<file path="config.mk">
export PLATFORM = sky130hd
export DESIGN_NAME = ram_burst_rd
export DESIGN_NICKNAME = d
export VERILOG_FILES = /design/src/rtl/ram_burst_rd.sv
export SDC_FILE = /design/constraint.sdc
export NUM_CORES = 1
export LEC_CHECK = 0
export ABC_AREA = 0
export ABC_CLOCK_PERIOD_IN_PS = 2700
export CAP_MARGIN = 20
export CORE_ASPECT_RATIO = 2
export CORE_UTILIZATION = 45
export CTS_CLUSTER_DIAMETER = 30
export DETAILED_ROUTE_END_ITERATION = 8
export GPL_TIMING_DRIVEN = 0
export PLACE_DENSITY_LB_ADDON = 0.1
export SYNTH_ARGS = -nofsm -noshare
export SYNTH_HDL_FRONTEND = slang
export SYNTH_SLANG_ARGS = --single-unit
export TNS_END_PERCENT = 10
</file>
<file path="constraint.sdc">
create_clock -name sys_clk -period 2.7 [get_ports sys_clk]
set_clock_uncertainty 0.05 [all_clocks]
set_input_delay 0.54 -clock sys_clk [delete_from_list [all_inputs] [get_ports sys_clk]]
set_output_delay 0.54 -clock sys_clk [all_outputs]
set_load 0.03 [all_outputs]
</file>
<file path="src/rtl/ram_burst_rd.sv">
// Command-driven port-B read sequencer for the simple dual-port block RAM.
// Issues a wrapping address burst, tracks RAM latency and emits a valid/last stream.
module ram_burst_rd #(
    parameter int unsigned ADDR_W = 6,
    parameter int unsigned DATA_W = 8,
    parameter int unsigned RD_LAT = 1,
    parameter int unsigned LEN_W  = ADDR_W + 1
) (
    input  logic              sys_clk,
    input  logic              sys_rst_n,
    input  logic              rd_start,
    input  logic [ADDR_W-1:0] rd_base,
    input  logic [LEN_W-1:0]  rd_len,
    input  logic              rd_loop,
    input  logic              rd_abort,
    output logic              rd_busy,
    output logic              rd_done,
    output logic              ram_en_b,
    output logic [ADDR_W-1:0] ram_addr_b,
    input  logic [DATA_W-1:0] ram_rd_data,
    output logic [DATA_W-1:0] dout,
    output logic              dout_valid,
    output logic              dout_last
);

    localparam logic [LEN_W-1:0] MaxLen = LEN_W'(2 ** ADDR_W);

    typedef enum logic [1:0] {StIdle, StRead, StDrain} state_e;

    state_e            state_q;
    logic [ADDR_W-1:0] base_q;
    logic [LEN_W-1:0]  len_q;
    logic [LEN_W-1:0]  cnt_q;
    logic              loop_q;
    // Stage i holds the {valid, last} tag of the issue made i cycles ago.
    logic [RD_LAT:0]   pipe_vld_q;
    logic [RD_LAT:0]   pipe_last_q;

    logic [LEN_W-1:0]  len_clamp;
    logic [LEN_W-1:0]  cnt_inc;
    logic              cur_last;
    logic              drained;

    always_comb begin
        len_clamp = (rd_len > MaxLen) ? MaxLen : rd_len;
        cnt_inc   = cnt_q + 1'b1;
        cur_last  = (cnt_q == len_q - 1'b1);
        // Final word is at the RAM output with nothing queued behind it.
        drained   = pipe_vld_q[RD_LAT] && (pipe_vld_q[RD_LAT-1:0] == '0);
    end

    always_ff @(posedge sys_clk or negedge sys_rst_n) begin
        if (!sys_rst_n) begin
            state_q     <= StIdle;
            base_q      <= '0;
            len_q       <= '0;
            cnt_q       <= '0;
            loop_q      <= 1'b0;
            pipe_vld_q  <= '0;
            pipe_last_q <= '0;
            rd_busy     <= 1'b0;
            rd_done     <= 1'b0;
            ram_en_b    <= 1'b0;
            ram_addr_b  <= '0;
            dout        <= '0;
            dout_valid  <= 1'b0;
            dout_last   <= 1'b0;
        end else begin
            pipe_vld_q[RD_LAT:1]  <= pipe_vld_q[RD_LAT-1:0];
            pipe_last_q[RD_LAT:1] <= pipe_last_q[RD_LAT-1:0];
            pipe_vld_q[0]         <= 1'b0;
            pipe_last_q[0]        <= 1'b0;
            ram_en_b              <= 1'b0;
            ram_addr_b            <= '0;
            rd_done               <= 1'b0;

            dout_valid <= pipe_vld_q[RD_LAT];
            dout_last  <= pipe_vld_q[RD_LAT] & pipe_last_q[RD_LAT];
            if (pipe_vld_q[RD_LAT]) begin
                dout <= ram_rd_data;
            end

            unique case (state_q)
                StIdle: begin
                    if (rd_start && (rd_len != '0)) begin
                        base_q         <= rd_base;
                        len_q          <= len_clamp;
                        loop_q         <= rd_loop;
                        cnt_q          <= '0;
                        ram_en_b       <= 1'b1;
                        ram_addr_b     <= rd_base;
                        pipe_vld_q[0]  <= 1'b1;
                        pipe_last_q[0] <= (len_clamp == LEN_W'(1));
                        rd_busy        <= 1'b1;
                        state_q        <= StRead;
                    end
                end
                StRead: begin
                    if (rd_abort || (cur_last && !loop_q)) begin
                        state_q <= StDrain;
                    end else if (cur_last) begin
                        cnt_q          <= '0;
                        ram_en_b       <= 1'b1;
                        ram_addr_b     <= base_q;
                        pipe_vld_q[0]  <= 1'b1;
                        pipe_last_q[0] <= (len_q == LEN_W'(1));
                    end else begin
                        cnt_q          <= cnt_inc;
                        ram_en_b       <= 1'b1;
                        ram_addr_b     <= base_q + ADDR_W'(cnt_inc);
                        pipe_vld_q[0]  <= 1'b1;
                        pipe_last_q[0] <= (cnt_inc == len_q - 1'b1);
                    end
                end
                StDrain: begin
                    // Hold off IDLE for the rd_done cycle so busy covers it.
                    if (rd_done) begin
                        rd_busy <= 1'b0;
                        state_q <= StIdle;
                    end else if (drained) begin
                        rd_done <= 1'b1;
                    end
                end
                default: state_q <= StIdle;
            endcase
        end
    end

endmodule

</file>
# After elaboration in Yosys (flattened, before gate mapping)
# Cells that the tools add are included.
totals:
  elab_cells: 69
  out_inout_bits: 19
  in_bits: 26
  ff_bits: 46
classes:
  muxes: 26
  bitwise: 2
  add_sub_neg: 3
  n_reduce_logical: 13
  eq_ne: 10
  order_cmp: 1
op_table:
  columns: ["operator", "count"]
  rows:
  - ["$mux 7", 4]
  - ["$mux 6", 3]
  - ["$eq 7x1->1 const B", 2]
  - ["$eq 7x7->1", 2]
  - ["$pmux 7 s2", 1]
  - ["$pmux 6 s2", 1]
  - ["$mux 1", 10]
  - ["$reduce_and 3->1", 3]
  - ["$ne 2x2->1 const B", 4]
  - ["$add 7x1->7 const B", 1]
  - ["$gt 7x7->1 const B", 1]
  - ["$reduce_bool 7->1", 1]
  - ["$sub 7x1->7 const B", 1]
  - ["$add 6x6->6", 1]
  - ["$mux 2", 3]
  - ["$pmux 1 s2", 3]
  - ["$pmux 2 s3", 1]
  - ["$reduce_bool 2->1", 2]
  - ["$logic_and 1x1->1", 3]
  - ["$eq 2x1->1 const B", 1]
  - ["$eq 2x2->1 const B", 1]
  - ["$logic_not 2->1", 1]
  - ["$reduce_and 2->1", 1]
  - ["$and 1x1->1", 1]
  - ["other kinds (3)", 3]

# Longest topological paths before layout
logic_depth:
  word_depth: 6
  mapped_depth: 10

# Worst setup path after synthesis
# No wires, ideal clock.
synth_timing:
  path_kind: "reg-to-reg"
  from: "reg cnt_q[0]"
  to: "reg ram_addr_b[5]"
  setup_slack_ps: 509
  n_path_buf: 0
  arrival_ps: 2073
  path_stages_with_launch: 10
  cell_sequence: "dfrtp_1 > ha_1 > xor2_1 > ha_1 > o21ai_1 > o21bai_1 > a21oi_1 > xnor2_1 > or4_1 > nand3_1"
synth_between:
  elab_chain_len: 5
synth_rtl:
  columns: ["element", "line", "source"]
  rows:
  - ["start: declaration", "33", "logic [LEN_W-1:0] cnt_q;"]
  - ["start signal: assignment", "108", "cnt_q <= cnt_inc;"]
  - ["$add 7x1->7 or $eq 7x7->1 (tied branches)", "46, 47", null]
  - ["$add 6x6->6 or $logic_and 1x1->1 (tied branches)", "110, 99", null]
  - ["$mux 6 or $logic_or 1x1->1 (tied branches)", "101, 99", null]
  - ["$mux 6 *", "99", "if (rd_abort || (cur_last && !loop_q)) begin"]
  - ["$pmux 6 s2 *", "83", "unique case (state_q)"]
  - ["end signal: assignment", "91", "ram_addr_b <= rd_base;"]
  - ["end signal: assignment", "104", "ram_addr_b <= base_q;"]
  - ["end signal: assignment", "110", "ram_addr_b <= base_q + ADDR_W'(cnt_inc);"]
  - ["end: declaration", "19", "output logic [ADDR_W-1:0] ram_addr_b,"]
# Mark *: on every way between the ends. The rest lies on a longest branch, timed or not.
# A chain may end at the register's enable or synchronous reset.

# Worst setup path after layout
# Ends and elaborated chain as after synthesis.

==> flow_summary.json <==
{
  "post_cts_buffers": 0,
  "cts_resized": 0,
  "synth.largest_area_cell": "dfrtp_1",
  "peakVddDrop_v": 0.000732,
  "cts_tree": "built",
  "cts_hold_buf": 0,
  "use_met1_pct": 21.0,
  "pwr-share-seq_pct": 31.2,
  "wirelength_um": 5430,
  "syn_area_um2": 2470,
  "synth_common_cells": "dfrtp_1 (45), nand2_1 (31), xnor2_1 (17)",
  "dpl.hpwl_um": 4350,
  "slew_headroom_pct": 58.8,
  "drv_cap": 0,
  "core_um2": 5230,
  "synthArstFlopShare_pct": 100,
  "clkPwrFrac_pct": 14.6,
  "timing.final.crit_share_pct": 92.6,
  "cp_slowest_cell": "dfrtp_1",
  "drtAntennaViolNets": 0,
  "finalHoldViolCount": 0,
  "power_frac_comb_pct": 54.3,
  "power_density_nw_per_um2": 1160,
  "viasPerCell": 5.57,
  "overflow": 0,
  "placed_cell_area_um2": 2990,
  "max_freq_mhz": 400,
  "synth.most_common_cell": "dfrtp_1",
  "gp_congestion": 0.830,
  "antenna_found_initial": 0,
  "root_buffer": "clkbuf_8",
  "clock_path_buffers": 2,
  "critPathMostFrequentCell": "ha_1",
  "min_period_ps": 2500,
  "use_met2_pct": 40.2,
  "synth_top_area_share_pct": 45.5,
  "synth-seq-area-share_pct": 45.5,
  "crit_path_start": "cnt_q[0]$_DFFE_PN0P_",
  "fin_area_um2": 3110,
  "synth.area.top_cells": "dfrtp_1 (46%), xnor2_1 (6.0%), nand2_1 (4.7%)",
  "first_pass_iters": 4,
  "grt.met3_usage_pct": 4.26,
  "area_growth_pct": 25.6,
  "grt_pass1_wl_um": 8940,
  "rows": 37,
  "required_ps": 2890,
  "drcViolationCount": 0,
  "clkTransAtPathRegs_ps": 80,
  "leakagePower_nw": 1.39,
  "critPathLaunchType": "flip-flop",
  "diodes": 0,
  "syn_nets": 273,
  "clk_latency_ps": 300,
  "critPathMaxStageDelay_ps": 440,
  "worstReg2RegStart": "cnt_q[0]$_DFFE_PN0P_",
  "setup_viol": 0,
  "internal_power_w": 0.00212,
  "die_w_um": 54.4,
  "io_buffers": 43,
  "critical_path_class": "reg2reg",
  "dieArea_um2": 5820,
  "crit_fanout": 5,
  "routedWlPerCell_um": 15.6,
  "holdWs_ps": 120,
  "yosys_warnings": 0,
  "synth_edf_count": 0,
  "ys_types": 56,
  "start_util_pct": 47.3,
  "p_sw_w": 0.00148,
  "drive_gt1_share_pct": 13.1,
  "end_kind": "flip-flop",
  "status": "finished, final reports clean",
  "fin_total_pwr_w": 0.00360,
  "rsz0062_at_grt": "no",
  "path_cells": "ha_1 -> ha_1 -> a211oi_1 -> o21bai_1 -> a21oi_1 -> xnor2_1 -> or4_1 -> nand3_1",
  "synth_area_per_cell_um2": 10.4,
  "fin_nets": 324,
  "numCtsBuffers": 5,
  "worstPathArrival_ps": 2690,
  "grt_use_total_pct": 21.8,
  "via_count": 1937,
  "setup_tns_ps": 0,
  "path_buf_inv": 0,
  "synthCells": 238,
  "worst_slew_pin_slew_ps": 617,
  "grt_max_degree": 29,
  "drv_slew": 0,
  "grt_pass1_vias": 1984,
  "sw_frac_of_total_pct": 41.0,
  "io_pins": 45,
  "gr-max-usage-layer": "met2",
  "htree_levels": 2,
  "hold_class": "in2async",
  "synthFlopType": "dfrtp_1",
  "dr.first_iter.drc_count": 40,
  "die_h_um": 107,
  "cp_top_family": "adder cells",
  "clock-sinks": 45,
  "ys_ff_latch": 45
}
## stage by stage
stage | utilization (%) | cells | setup slack [ps]
5_1_grt | 59.4 | 348 | 14.8
3_5_place_dp | 57.2 | 340 | -64.9
3_3_place_gp | 56.9 | 339 | -219
4_1_cts | 59.4 | 348 | 190
6_report | 59.4 | 348 | 200
2_1_floorplan | - | 238 | 509
## cell families after synthesis
| kind of cell | synth area share, % |
|---|---|
| DFF | 45.5 |
| muxes | 4.10 |
| buffers and inverters | 5.06 |
| AOI/OAI and AO/OA | 12.2 |
| and+or+nand+nor | 18.9 |
| xor gates and xnor gates | 9.40 |
| adders and majority gates | 4.85 |
## flip-flops by register name, summed over array words and instances (netlist names)
register,cells
base_q,6
cnt_q,7
dout,8
dout_last,1
dout_valid,1
len_q,7
loop_q,1
pipe_last_q,2
pipe_vld_q,2
ram_addr_b,6
rd_busy,1
rd_done,1
state_q,2
## cells in the final DEF, fill, tap and decap left out, drive strengths merged, types with 2 or more instances in the layout
master / count
dfrtp: 45
clkdlybuf4s50: 42
nand2: 31
xnor2: 17
inv: 13
clkbuf: 11
buf: 10
mux2: 9
o21ai: 9
ha: 8
nand3: 7
xor2: 7
a21oi: 7
nor2: 7
nand2b: 6
nand4: 6
nor3: 6
o311ai: 5
and3: 4
a21o: 4
nand3b: 3
nor4b: 3
o21bai: 2
or3: 2
a22o: 2
or2: 2
nor3b: 2
o21a: 2
o211ai: 2
## power groups by stage
stage | registers (W) | clock network [W] | logic [W]
after floorplan | 0.00134 | 0 | 0.00119
after global placement | 0.00113 | 0 | 0.00194
after detailed placement | 0.00114 | 0 | 0.00198
after CTS | 0.00113 | 0.000542 | 0.00198
after global routing | 0.00117 | 0.000572 | 0.00215
final | 0.00112 | 0.000525 | 0.00196
## final timing paths
| check | end | slack, ps | cells after the start |
|---|---|---|---|
| max | ram_addr_b[5]$_DFF_PN0_ | 200 | 8 |
| min | rd_done$_DFF_PN0_ | 120 | 1 |
| max reg2reg | ram_addr_b[5]$_DFF_PN0_ | 200 | 8 |
| min reg2reg | pipe_last_q[1]$_DFF_PN0_ | 300 | 0 |
| max in group asynchronous | base_q[1]$_DFFE_PN0P_ | 1990 | 2 |
| min in group sys_clk | pipe_last_q[1]$_DFF_PN0_ | 300 | 0 |
## layout make-up
| class | count | area (µm²) |
|---|---|---|
| multi-input combinational | 168 | 1220 |
| clock inverter | 1 | 30.0 |
| fill | 483 | 2120 |
| timing repair buffer | 44 | 445 |
| tap | 58 | 72.6 |
| sequential | 45 | 1130 |
| clock buffer | 7 | 86.3 |
| buffer | 12 | 76.3 |
| inverter | 13 | 48.8 |
## metal layers
layer	up-vias	share of wire [%]
li1	929	-
met1	942	35
met2	56	58
met3	10	4.1
met4	0	2.5
met5	-	0
Power figures use the tool's default switching activity.
